===== src/rtl/vend_pkg.sv =====
// Shared encodings and coin constants for the vending output path.
// Build option COIN10_EJECT_EN enables 10-coin change (see change_dispenser).
package vend_pkg;

  localparam int COIN5_UNITS  = 1;
  localparam int COIN10_UNITS = 2;
  localparam int DEF_PRICE    = 3;

  localparam logic [2:0] S_IDLE  = 3'd0;
  localparam logic [2:0] S_PROD  = 3'd1;
  localparam logic [2:0] S_SEL   = 3'd2;
  localparam logic [2:0] S_REQ10 = 3'd3;
  localparam logic [2:0] S_REQ5  = 3'd4;
  localparam logic [2:0] S_ACKLO = 3'd5;
  localparam logic [2:0] S_FIN   = 3'd6;

  typedef enum logic [2:0] {
    ST_IDLE  = S_IDLE,
    ST_PROD  = S_PROD,
    ST_SEL   = S_SEL,
    ST_REQ10 = S_REQ10,
    ST_REQ5  = S_REQ5,
    ST_ACKLO = S_ACKLO,
    ST_FIN   = S_FIN
  } state_t;

endpackage


===== src/rtl/change_dispenser_coin_handshake.sv =====
// One 4-phase req/ack channel to the coin ejector.
// COIN10_EJECT_EN undefined: coin10_req is tied low.
module coin_handshake (
  input  logic clk,
  input  logic Reset,
  input  logic start,
  input  logic sel10,
  input  logic ack,
  output logic coin5_req,
  output logic coin10_req,
  output logic ack_done
);

  logic req;
  logic is10;

  // req rises on start, falls on the first cycle ack is seen high
  always_ff @(posedge clk or negedge Reset) begin
    if (!Reset) begin
      req  <= 1'b0;
      is10 <= 1'b0;
    end else if (start) begin
      req  <= 1'b1;
      is10 <= sel10;
    end else if (req && ack) begin
      req  <= 1'b0;
    end
  end

  assign ack_done  = req & ack;
  assign coin5_req = req & ~is10;
`ifdef COIN10_EJECT_EN
  assign coin10_req = req & is10;
`else
  assign coin10_req = 1'b0;
`endif

endmodule


===== src/rtl/change_dispenser.sv =====
// Vend/refund controller: product pulse, then change as coins.
// COIN10_EJECT_EN defined: greedy 10-coins first; else 5-coins only.
module change_dispenser
  import vend_pkg::*;
#(
  parameter int CREDIT_W = 4,
  parameter int PRICE    = DEF_PRICE,
  parameter int PROD_LEN = 4
) (
  input  logic                clk,
  input  logic                Reset,
  input  logic [CREDIT_W-1:0] credit,
  input  logic                vend_req,
  input  logic                refund_req,
  input  logic                coin_ack,
  output logic                coin5_req,
  output logic                coin10_req,
  output logic                product,
  output logic                busy,
  output logic                denied,
  output logic                done,
  output logic [CREDIT_W-1:0] change_left
);

  localparam int PW = (PROD_LEN > 1) ? $clog2(PROD_LEN) : 1;
  localparam logic [PW-1:0] PLAST = PW'(PROD_LEN - 1);
  localparam logic [CREDIT_W-1:0] PRICE_V = CREDIT_W'(PRICE);
  localparam logic [CREDIT_W-1:0] C5  = CREDIT_W'(COIN5_UNITS);
  localparam logic [CREDIT_W-1:0] C10 = CREDIT_W'(COIN10_UNITS);

  state_t              state;
  state_t              nxt;
  logic [CREDIT_W-1:0] chg;
  logic [CREDIT_W-1:0] chg_nxt;
  logic [PW-1:0]       pcnt;
  logic                hs_start;
  logic                hs_sel10;
  logic                hs_done;

  // state and remaining-change registers
  always_ff @(posedge clk or negedge Reset) begin
    if (!Reset) begin
      state <= ST_IDLE;
      chg   <= '0;
    end else begin
      state <= nxt;
      chg   <= chg_nxt;
    end
  end

  // product pulse length counter, cleared outside PROD
  always_ff @(posedge clk or negedge Reset) begin
    if (!Reset) begin
      pcnt <= '0;
    end else if (state == ST_PROD) begin
      pcnt <= pcnt + 1'b1;
    end else begin
      pcnt <= '0;
    end
  end

  // next state, change arithmetic and coin launch
  always_comb begin
    nxt      = state;
    chg_nxt  = chg;
    hs_start = 1'b0;
    hs_sel10 = 1'b0;
    denied   = 1'b0;
    unique case (state)
      ST_IDLE: begin
        if (refund_req) begin
          chg_nxt = credit;
          nxt     = ST_SEL;
        end else if (vend_req) begin
          if (credit >= PRICE_V) begin
            chg_nxt = credit - PRICE_V;
            nxt     = ST_PROD;
          end else begin
            denied = 1'b1;
          end
        end
      end
      ST_PROD: begin
        if (pcnt == PLAST) nxt = ST_SEL;
      end
      ST_SEL: begin
        if (chg == '0) begin
          nxt = ST_FIN;
`ifdef COIN10_EJECT_EN
        end else if (chg >= C10) begin
          nxt      = ST_REQ10;
          hs_start = 1'b1;
          hs_sel10 = 1'b1;
`endif
        end else begin
          nxt      = ST_REQ5;
          hs_start = 1'b1;
        end
      end
`ifdef COIN10_EJECT_EN
      ST_REQ10: begin
        if (hs_done) begin
          chg_nxt = chg - C10;
          nxt     = ST_ACKLO;
        end
      end
`endif
      ST_REQ5: begin
        if (hs_done) begin
          chg_nxt = chg - C5;
          nxt     = ST_ACKLO;
        end
      end
      ST_ACKLO: begin
        if (!coin_ack) nxt = ST_SEL;
      end
      ST_FIN: begin
        nxt = ST_IDLE;
      end
      default: begin
        nxt = ST_IDLE;
      end
    endcase
  end

  coin_handshake u_hs (
    .clk        (clk),
    .Reset      (Reset),
    .start      (hs_start),
    .sel10      (hs_sel10),
    .ack        (coin_ack),
    .coin5_req  (coin5_req),
    .coin10_req (coin10_req),
    .ack_done   (hs_done)
  );

  assign busy        = (state != ST_IDLE);
  assign product     = (state == ST_PROD);
  assign done        = (state == ST_FIN);
  assign change_left = chg;

endmodule


===== config.mk =====
export PLATFORM = sky130hd
export DESIGN_NAME = change_dispenser
export DESIGN_NICKNAME = d
export VERILOG_FILES = /design/src/rtl/vend_pkg.sv /design/src/rtl/change_dispenser_coin_handshake.sv /design/src/rtl/change_dispenser.sv
export SDC_FILE = /design/constraint.sdc
export NUM_CORES = 1
export LEC_CHECK = 0
export ABC_AREA = 1
export CAP_MARGIN = 20
export CELL_PAD_IN_SITES_DETAIL_PLACEMENT = 0
export CELL_PAD_IN_SITES_GLOBAL_PLACEMENT = 2
export CORE_MARGIN = 8
export CORE_UTILIZATION = 26
export CTS_BUF_LIST = sky130_fd_sc_hd__clkbuf_4
export DETAILED_ROUTE_END_ITERATION = 10
export GPL_ROUTABILITY_DRIVEN = 0
export PLACE_DENSITY = 0.91
export SLEW_MARGIN = 20
export SYNTH_ARGS = -nofsm -noshare
export SYNTH_HDL_FRONTEND = slang
export SYNTH_SLANG_ARGS = --single-unit

===== constraint.sdc =====
create_clock -name clk -period 1.4 [get_ports clk]
set_input_delay 0.21 -clock clk [delete_from_list [all_inputs] [get_ports clk]]
set_output_delay 0.21 -clock clk [all_outputs]
set_load 0.01 [all_outputs]

==> flow_metrics.tcl <==
set metrics [dict create \
    status "finished clean" \
    grt_util_met1_pct 8.62 \
    report.final.slew_viol_count 0 \
    syn_area_sq_um 756 \
    place_area_sq_mm 0.00108 \
    min_path_type "in2async" \
    dieArea_sq_mm 0.00489 \
    ant_nets 0 \
    rsz0062_at_grt "yes" \
    antenna_cells 0 \
    synth_enable_flop_cells 0 \
    row_count 19 \
    fin_crit_sh_pct 98.4 \
    crit_path_end_kind "output pin" \
    area_growth_pct 57.3 \
    final_area_sq_mm 0.00119 \
    drt-total-wl_mm 2.00 \
    antenna_found_initial 0 \
    busiest_layer "met2" \
    cp.required_ns 1.19 \
    layout-drive-gt1-share_pct 32.3 \
    htreeDepth 1 \
    die_w_um 69.9 \
    syn_nets 126 \
    track_usage_pct 8.18 \
    die_y_um 69.9 \
    io_buffers 17 \
    mostFrequentLayoutCells "nand2_1 (35), buf_4 (17), inv_1 (15)" \
    max_freq_mhz 726 \
    critPathMaxFanout 2 \
    drt_iter0_drc 24 \
    timing_hold_violations_final 0 \
    cts.sinks 10 \
    ctsLongestPathBuffers 2 \
    peakVddDrop_mv 1.61 \
    fin_skew_ns 0.00124 \
    drcViolationCount 0 \
    ys_seq_elements 10 \
    power_density_mw_per_mm2 1930 \
    grt_max_degree 11 \
    synth.distinct_cells 21 \
    cts_buffers 3 \
    p_leak_nw 0.691 \
    cp-start-kind "input pin" \
    setup-violations-final 0 \
    grtUsageMet2_pct 14.3 \
    io-pin-count 19 \
    use_met3_pct 2.82 \
    synthArstFlopShare_pct 100 \
    overflow 0 \
    post-route-min-period_ns 1.38 \
    initial_core_util_pct 27.4 \
    final_util_pct 43.1 \
    viasPerCell 4.34 \
    vias 807 \
    nets 168 \
    layout_commonest_cell "nand2_1" \
    cts_tree "yes" \
    yosysSeqAreaShare_pct 33.1 \
    drv_cap 0 \
    grt_pass1_wl_mm 3.32 \
    wl_per_cell_um 10.8 \
    hpwl_mm 1.58 \
    synthCells 114 \
    core_sq_mm 0.00276 \
    cts-root-buf "clkbuf_4" \
    path_clk_slew_ns 0.07 \
    path_class "in2out" \
    grt_pass1_vias 792 \
    avgSynthCellArea_sq_um 6.63 \
    drtPass1Iterations 4 \
    synth_ff_type "dfrtp_1" \
    clk_latency_ns 0.26 \
    yosysWarnings 0 \
    worstPathArrival_ns 1.17 \
]
[state kept, by name, summed over array words and instances, names as in the netlist]
register and count:
pcnt 2, u_hs.req 1, change_left 4, state 3
[where the power goes]
part / internal [mW] / switching, mW
Clock: 0.103 / 0.107
Combinational: 0.762 / 0.825
Sequential: 0.413 / 0.0886
[timing repair]
action / 4_1_cts / 5_1_grt
gates cloned: 0 / 0
setup endpoints to repair: 13 / 13
setup buffers: 5 / 2
pin swaps: 4 / 10
gates resized for setup: 27 / 13
hold buffers: 0 / 0
[critical path: stages]
cell	delay [ns]
clkdlybuf4s50_1	0.44
nor2_2	0.15
nand2_2	0.07
nor3_2	0.15
buf_2	0.15
[logic make-up (layout without fill, tap and decap cells)]
family | after synthesis | count (layout) | share of synthesized area, %
AOI/OAI and AO/OA | 8 | 8 | 5.79
buffers and inverters | 18 | 59 | 9.44
xor gates and xnor gates | 2 | 2 | 2.32
other | 1 | 1 | 0.496
adders and majority gates | 3 | 3 | 4.97
DFF | 10 | 10 | 33.1
and+or+nand+nor | 72 | 72 | 43.9
[per-layer routing]
metal	share of wire [%]	routed length [um]	vias to the layer above
met3	4.2	84	2
met2	51	1020	15
met1	43	864	353
met4	1.4	29	0
met5	0	0	-
li1	-	-	437
[cells in the mapped netlist (2+ instances only)]
master	number	area (sq um)
dfrtp_1	10	250
nor2_2	4	25.0
nor3_1	2	10.0
inv_1	17	63.8
nor2_1	14	52.6
ha_1	3	37.5
o21ai_0	5	25.0
nand2_2	3	18.8
nand3_1	8	40.0
nor2_4	2	22.5
nand2_1	36	135
[final timing paths]
path / start / endpoint / slack (ns) / depth (start not counted)
max: refund_req / denied / 0.02 / 5
min: Reset / state[1] / 0.27 / 1
max reg2reg: state[2] / state[0] / 0.08 / 9
min reg2reg: pcnt[0] / pcnt[0] / 0.43 / 1
max in group asynchronous: Reset / pcnt[0] / 0.80 / 1
min in group clk: pcnt[0] / pcnt[0] / 0.43 / 1
[final cells by class]
type,count,area [sq um]
multi-input cells,86,469
well taps,31,38.8
clock buffers,3,22.5
flip-flops and latches,10,250
inverters,17,63.8
clock inverters,1,3.75
repair buffers,38,340
fillers,289,1570
[metrics by stage]
stage          total power, mW  instances  setup WS, ns  hold slack, ns  TNS (ns)
3_5_place_dp              1.92        176        -0.610           0.430     -2.95
5_1_grt                   2.55        186       -0.0481           0.297    -0.128
2_1_floorplan             1.31        114         0.166         -0.0856         0
3_3_place_gp              1.90        176        -0.598           0.416     -2.74
4_1_cts                   2.20        185      0.000687           0.279         0
6_report                  2.30        186        0.0224           0.272         0
Note: power is estimated with default switching activity, not from simulation.
